--- src/rtl/spice_step_sequencer_pkg.sv ---
// Shared definitions for the SPICE step sequencer slice.
//   ITER_MAX_DEF   : default maximum solver iterations per simulated half-cycle
//   SETTLE_MIN_DEF : default number of consecutive settled iterations that end a half-cycle
//   seq_state_t    : sequencer FSM states
package spice_step_sequencer_pkg;

    localparam int unsigned ITER_MAX_DEF   = 16;
    localparam int unsigned SETTLE_MIN_DEF = 4;

    typedef enum logic [1:0] {
        ST_IDLE,
        ST_DRIVE,
        ST_ITERATE,
        ST_DONE
    } seq_state_t;

endpackage

--- src/rtl/spice_step_sequencer_if.sv ---
// Control/status bundle between the sequencer and its controller / node array.
//   run, step_req, settled_i : requests and node-array status into the sequencer
//   upd_en, phi_pin          : node integrator enable and simulated chip clock level
//   step_ack, busy           : single-step completion pulse, non-idle indication
//   iter_cnt, halfcycle_cnt  : iteration count of current/last half-cycle, completed half-cycles
//   timeout                  : sticky flag, a half-cycle ran out of iterations
// master = controller side, slave = sequencer side.
interface spice_step_sequencer_if;

    logic        run;
    logic        step_req;
    logic        settled_i;
    logic        upd_en;
    logic        phi_pin;
    logic        step_ack;
    logic        busy;
    logic [7:0]  iter_cnt;
    logic [31:0] halfcycle_cnt;
    logic        timeout;

    modport master (
        output run, step_req, settled_i,
        input  upd_en, phi_pin, step_ack, busy, iter_cnt, halfcycle_cnt, timeout
    );

    modport slave (
        input  run, step_req, settled_i,
        output upd_en, phi_pin, step_ack, busy, iter_cnt, halfcycle_cnt, timeout
    );

endinterface

--- src/rtl/spice_step_sequencer_settle_counter.sv ---
// Iteration and settle counting for one half-cycle.
//   clk, reset : clock, synchronous active-high reset
//   settled_i  : node array reports all currents below threshold this cycle
//   clear      : zero both counters (asserted on the edge entering DRIVE)
//   en         : count this cycle (ITERATE)
//   settled    : this iteration brings the settle streak to SETTLE_MIN
//   iter_cnt   : iterations spent so far (held when en is low)
//   saturated  : this iteration brings iter_cnt to ITER_MAX
module spice_settle_counter
    import spice_step_sequencer_pkg::*;
#(
    parameter int unsigned ITER_MAX   = ITER_MAX_DEF,
    parameter int unsigned SETTLE_MIN = SETTLE_MIN_DEF
) (
    input  logic       clk,
    input  logic       reset,
    input  logic       settled_i,
    input  logic       clear,
    input  logic       en,
    output logic       settled,
    output logic [7:0] iter_cnt,
    output logic       saturated
);

    localparam logic [7:0] ITER_LIM   = 8'(ITER_MAX);
    localparam logic [7:0] SETTLE_LIM = 8'(SETTLE_MIN);

    logic [7:0] iter_q;
    logic [7:0] iter_nx;
    logic [7:0] settle_q;
    logic [7:0] settle_nx;

    always_comb begin
        iter_nx   = iter_q;
        settle_nx = settle_q;
        if (iter_q != ITER_LIM) begin
            iter_nx = iter_q + 8'd1;
        end
        if (!settled_i) begin
            settle_nx = '0;
        end else if (settle_q != SETTLE_LIM) begin
            settle_nx = settle_q + 8'd1;
        end
    end

    always_ff @(posedge clk) begin
        if (reset || clear) begin
            iter_q   <= '0;
            settle_q <= '0;
        end else if (en) begin
            iter_q   <= iter_nx;
            settle_q <= settle_nx;
        end
    end

    // Look-ahead flags so the FSM leaves ITERATE on the same edge that
    // records the final iteration.
    assign settled   = en && (settle_nx == SETTLE_LIM);
    assign saturated = en && (iter_nx == ITER_LIM);
    assign iter_cnt  = iter_q;

endmodule

--- src/rtl/spice_step_sequencer.sv ---
// Sequences one simulated chip half-cycle at a time for a switch-level
// node solver: toggles the simulated clock pin, then enables node
// integration until the network settles or the iteration budget runs out.
//   clk, reset : clock, synchronous active-high reset
//   bus        : slave side of spice_step_sequencer_if
//                (run, step_req, settled_i in; upd_en, phi_pin, step_ack,
//                 busy, iter_cnt, halfcycle_cnt, timeout out)
module spice_step_sequencer
    import spice_step_sequencer_pkg::*;
#(
    parameter int unsigned ITER_MAX   = ITER_MAX_DEF,
    parameter int unsigned SETTLE_MIN = SETTLE_MIN_DEF
) (
    input  logic                  clk,
    input  logic                  reset,
    spice_step_sequencer_if.slave bus
);

    seq_state_t  state;
    logic        single_q;
    logic        upd_en_q;
    logic        phi_q;
    logic        ack_q;
    logic [31:0] hc_q;
    logic        timeout_q;

    logic        start;
    logic        cnt_en;
    logic        cnt_settled;
    logic        cnt_saturated;
    logic [7:0]  cnt_iter;

    // A new half-cycle begins from IDLE on run or a lone step_req, or
    // directly from DONE while run stays high.
    assign start  = ((state == ST_IDLE) && (bus.run || bus.step_req)) ||
                    ((state == ST_DONE) && bus.run);
    assign cnt_en = (state == ST_ITERATE);

    spice_settle_counter #(
        .ITER_MAX   (ITER_MAX),
        .SETTLE_MIN (SETTLE_MIN)
    ) u_settle (
        .clk       (clk),
        .reset     (reset),
        .settled_i (bus.settled_i),
        .clear     (start),
        .en        (cnt_en),
        .settled   (cnt_settled),
        .iter_cnt  (cnt_iter),
        .saturated (cnt_saturated)
    );

    always_ff @(posedge clk) begin
        if (reset) begin
            state     <= ST_IDLE;
            single_q  <= 1'b0;
            upd_en_q  <= 1'b0;
            phi_q     <= 1'b0;
            ack_q     <= 1'b0;
            hc_q      <= '0;
            timeout_q <= 1'b0;
        end else begin
            ack_q <= 1'b0;
            case (state)
                ST_IDLE: begin
                    if (start) begin
                        state    <= ST_DRIVE;
                        phi_q    <= ~phi_q;
                        single_q <= ~bus.run;
                    end
                end
                ST_DRIVE: begin
                    state    <= ST_ITERATE;
                    upd_en_q <= 1'b1;
                end
                ST_ITERATE: begin
                    if (cnt_settled || cnt_saturated) begin
                        state    <= ST_DONE;
                        upd_en_q <= 1'b0;
                        hc_q     <= hc_q + 32'd1;
                        ack_q    <= single_q;
                        // Settling on the last permitted iteration is not a timeout.
                        if (!cnt_settled) begin
                            timeout_q <= 1'b1;
                        end
                    end
                end
                ST_DONE: begin
                    if (start) begin
                        state    <= ST_DRIVE;
                        phi_q    <= ~phi_q;
                        single_q <= 1'b0;
                    end else begin
                        state <= ST_IDLE;
                    end
                end
                default: state <= ST_IDLE;
            endcase
        end
    end

    assign bus.upd_en        = upd_en_q;
    assign bus.phi_pin       = phi_q;
    assign bus.step_ack      = ack_q;
    assign bus.busy          = (state != ST_IDLE);
    assign bus.iter_cnt      = cnt_iter;
    assign bus.halfcycle_cnt = hc_q;
    assign bus.timeout       = timeout_q;

endmodule

--- src/flat_wrapper.sv ---
// flat-port wrapper written by rule: the top's interface ports become plain ports
module spice_step_sequencer_flat import spice_step_sequencer_pkg::*;
#(
    parameter int unsigned ITER_MAX   = ITER_MAX_DEF,
    parameter int unsigned SETTLE_MIN = SETTLE_MIN_DEF
)
  (clk, reset, bus_run, bus_step_req, bus_settled_i, bus_upd_en, bus_phi_pin, bus_step_ack, bus_busy, bus_iter_cnt, bus_halfcycle_cnt, bus_timeout);
  spice_step_sequencer_if bus_i ();
  input  logic clk;
  input  logic reset;
  input wire logic [$bits(bus_i.run)-1:0] bus_run;
  input wire logic [$bits(bus_i.step_req)-1:0] bus_step_req;
  input wire logic [$bits(bus_i.settled_i)-1:0] bus_settled_i;
  output wire logic [$bits(bus_i.upd_en)-1:0] bus_upd_en;
  output wire logic [$bits(bus_i.phi_pin)-1:0] bus_phi_pin;
  output wire logic [$bits(bus_i.step_ack)-1:0] bus_step_ack;
  output wire logic [$bits(bus_i.busy)-1:0] bus_busy;
  output wire logic [$bits(bus_i.iter_cnt)-1:0] bus_iter_cnt;
  output wire logic [$bits(bus_i.halfcycle_cnt)-1:0] bus_halfcycle_cnt;
  output wire logic [$bits(bus_i.timeout)-1:0] bus_timeout;
  assign bus_i.run = bus_run;
  assign bus_i.step_req = bus_step_req;
  assign bus_i.settled_i = bus_settled_i;
  assign bus_upd_en = bus_i.upd_en;
  assign bus_phi_pin = bus_i.phi_pin;
  assign bus_step_ack = bus_i.step_ack;
  assign bus_busy = bus_i.busy;
  assign bus_iter_cnt = bus_i.iter_cnt;
  assign bus_halfcycle_cnt = bus_i.halfcycle_cnt;
  assign bus_timeout = bus_i.timeout;
  spice_step_sequencer #(.ITER_MAX(ITER_MAX), .SETTLE_MIN(SETTLE_MIN)) u_core (.clk(clk), .reset(reset), .bus(bus_i));
endmodule
--- config.mk ---
export PLATFORM = sky130hd
export DESIGN_NAME = spice_step_sequencer_flat
export DESIGN_NICKNAME = d
export VERILOG_FILES = /design/src/rtl/spice_step_sequencer_pkg.sv /design/src/rtl/spice_step_sequencer_if.sv /design/src/rtl/spice_step_sequencer_settle_counter.sv /design/src/rtl/spice_step_sequencer.sv /design/src/flat_wrapper.sv
export SDC_FILE = /design/constraint.sdc
export NUM_CORES = 1
export LEC_CHECK = 0
export ABC_AREA = 1
export CAP_MARGIN = 40
export CORE_ASPECT_RATIO = 0.6
export CORE_UTILIZATION = 45
export DETAILED_ROUTE_END_ITERATION = 6
export MAX_ROUTING_LAYER = met4
export PLACE_DENSITY = 0.71
export SLEW_MARGIN = 20
export SYNTH_ARGS = -nofsm -noshare
export SYNTH_HDL_FRONTEND = slang
export SYNTH_HIERARCHICAL = 1
export SYNTH_SLANG_ARGS = --single-unit
--- constraint.sdc ---
create_clock -name clk -period 3.45 [get_ports clk]
set_input_delay 0.345 -clock clk [delete_from_list [all_inputs] [get_ports clk]]
set_output_delay 0.345 -clock clk [all_outputs]
set_load 0.02 [all_outputs]
==> impl_metrics.tcl <==
set metrics [dict create \
    ys_ff_latch 55 \
    place_hpwl_um 6270 \
    synth_nets 508 \
    ios 50 \
    ys_top_cells_by_count "nand2_1, nor2_1, inv_1, dfxtp_1, nand3_1" \
    clock-skew-final_ns 0.00530 \
    rsz0062_at_grt "false" \
    clkSlewWorstSetupHoldPaths_ns 0.06 \
    postCtsHoldBufs 0 \
    syn_inst 493 \
    num_vias 3201 \
    tns_ns 0 \
    fin_crit_ns 2.84 \
    timing.final.crit_share_pct 82.4 \
    layout.nets 558 \
    fp.dieH_um 66.8 \
    p_switching_uw 604 \
    dr.pass1.iters 5 \
    cts_made_buffers 5 \
    crit_path_end_kind "register" \
    critPathMostFrequentCell "nor2_1" \
    p_leak_nw 1.55 \
    p_seq_share_pct 43.0 \
    antennaDiodeCount 0 \
    dieArea_um2 7360 \
    antenna_left 0 \
    r2r_setup_slack_ns 0.61 \
    grt_antenna_before_repair 0 \
    synthFlopType "dfxtp_1" \
    clkLatencyLatePin_ns 0.29 \
    vias_per_cell 5.09 \
    initial_core_util_pct 46.8 \
    die_w_um 110 \
    drc 0 \
    grt_start_max_net_pins 21 \
    cts_tree "yes" \
    drt_wl_total_um 8220 \
    setup_viol 0 \
    io_buffers 49 \
    avgRoutedWirePerCell_um 13.1 \
    multi_input_area_um2 1700 \
    grt_pass1_vias 2614 \
    swShare_pct 34.5 \
    gr-total-overflow 0 \
    max_freq_mhz 352 \
    drv_slew 0 \
    pwr-share-comb_pct 29.7 \
    synth-async-reset-ratio_pct 0 \
    irDropWorstVdd_v 0.000377 \
    crit_path_max_fanout 13 \
    num_rows 23 \
    yosysSeqAreaShare_pct 34.9 \
    synth_area_um2 3150 \
    syn_avg_cell_area_um2 6.40 \
    post_cts_buffers 0 \
    critPathLaunchType "register" \
    area_growth_syn_to_layout_pct 22.2 \
    htree_levels 2 \
    yosysMostFrequentCell "nand2_1" \
    crit_chain "inv_1 > ha_1 > nand3b_1 > nor2_1 > nand3_1 > nor2_1 > inv_1 > nand2_1 > nand2_1 > nor2_1 > nand4_1 > o21ai_0 > nor2_1" \
    seqCellArea_um2 1100 \
    status "finished clean" \
    ys_warn_count 6 \
    max_slew_margin_pct 59.0 \
    pwr-share-clk_pct 27.4 \
    p_total_mw 1.75 \
    ys_types 31 \
    worstPathRequired_ns 3.63 \
    yosys.area.top_type "dfxtp_1" \
    grt_pass1_wl_um 12900 \
    yosysTopAreaCellShare_pct 34.9 \
    max_stage_delay_ns 0.46 \
    arrival_ns 3.02 \
    core_area_um2 6730 \
    drt_first_iter_violations 291 \
    slowest_stage "ha_1" \
    criticalPathCategory "reg -> reg" \
    synth_edf_count 0 \
    hold_class "reg -> reg" \
    cts_sinks 55 \
    place_congestion 0.936 \
    worst_pin_slew_ns 0.615 \
    ctsResizeCount 0 \
    final.fill_count 676 \
    cap_violations 0 \
    power_density_nw_per_um2 454 \
    clk_path_buf_depth 2 \
    drive_gt1_share_pct 4.43 \
    synth.area.top_cells "dfxtp_1, nand2_1, nor2_1" \
    hold_violations 0 \
    grt_use_total_pct 24.0 \
    p_int_mw 1.15 \
    cts-root-buf "clkbuf_16" \
    fin_util_pct 57.2 \
]
routing by layer:
| metal | share of wire [%] | vias to the layer above | track usage, % | wire length [um] |
|---|---|---|---|---|
| met5 | 0 | - | - | 0 |
| met2 | 36 | 107 | 29.3 | 2980 |
| met3 | 6.3 | 5 | 4.11 | 515 |
| met4 | 0.67 | 0 | 5.67 | 55 |
| li1 | - | 1647 | - | - |
| met1 | 57 | 1442 | 38.6 | 4670 |
registers in the layout (all words and copies together), names as in the netlist:
signal / count
u_core/bus.halfcycle_cnt: 32
u_core/u_settle/iter_cnt: 8
u_core/u_settle/settle_q: 8
u_core/state: 2
u_core/bus.phi_pin: 1
u_core/bus.step_ack: 1
u_core/bus.timeout: 1
u_core/bus.upd_en: 1
u_core/single_q: 1
cells by family after synthesis:
kind of cell             share of synthesized area, %
AND/OR/NAND/NOR                                  36.0
buffers and inverters                            11.3
adder cells (fa/ha/maj)                          3.97
flip-flops                                       34.9
AO/OA/AOI/OAI                                    12.5
XOR/XNOR                                         1.39
worst paths after layout:
check                               startpoint  depth (start not counted)                                        end
setup / recovery  u_core/state[0]$_SDFFE_PP0P_                         13  u_core/bus.halfcycle_cnt[13]$_SDFFE_PP0P_
hold / removal    u_core/single_q$_SDFFE_PP0P_                          2             u_core/bus.step_ack$_SDFF_PP0_
hold reg to reg   u_core/single_q$_SDFFE_PP0P_                          2             u_core/bus.step_ack$_SDFF_PP0_
setup reg to reg  u_core/state[0]$_SDFFE_PP0P_                         13  u_core/bus.halfcycle_cnt[13]$_SDFFE_PP0P_
power groups by stage:
stage	sequential (mW)	combinational [mW]	clock, mW
after floorplan	0.783	0.324	0
after global placement	0.765	0.503	0
after detailed placement	0.767	0.512	0
after CTS	0.752	0.515	0.491
after global routing	0.762	0.588	0.516
final	0.752	0.519	0.479
cell type report:
class                           instances  area share, %
Timing Repair Buffer                   52           13.3
Sequential cell                        55           28.6
Inverter                               81           7.89
Multi-Input combinational cell        348           44.0
Tap cell                               87           2.83
Clock buffer                            6           3.35
layout by cell type, fill, tap and decap left out, drive strengths merged, types with 4 or more instances in the layout:
cell type and n:
nor2 88, inv 81, nand2 113, o21ai 35, a21oi 34, nor3 4, dfxtp 55, nand4 11
ha 10, clkbuf 6, nand3 36, clkdlybuf4s50 49
per-stage QoR:
step           area, um2  std cells  setup slack [ns]  hold WS, ns
2_1_floorplan       3150        493              1.16        0.428
3_3_place_gp        3720        623             0.827        0.451
3_5_place_dp        3720        623             0.758        0.447
4_1_cts             3850        629             0.688        0.461
5_1_grt             3850        629             0.322        0.474
6_report            3850        629             0.608        0.459
worst max-delay path, delay by kind of cell, from the launching register on:
family | cells | cell delay (ns)
compound gates | 1 | 0.24
buf+inv | 2 | 0.18
simple gates | 9 | 1.50
fa+ha+maj | 1 | 0.46
flops | 1 | 0.35
Power figures use the tool's default switching activity.
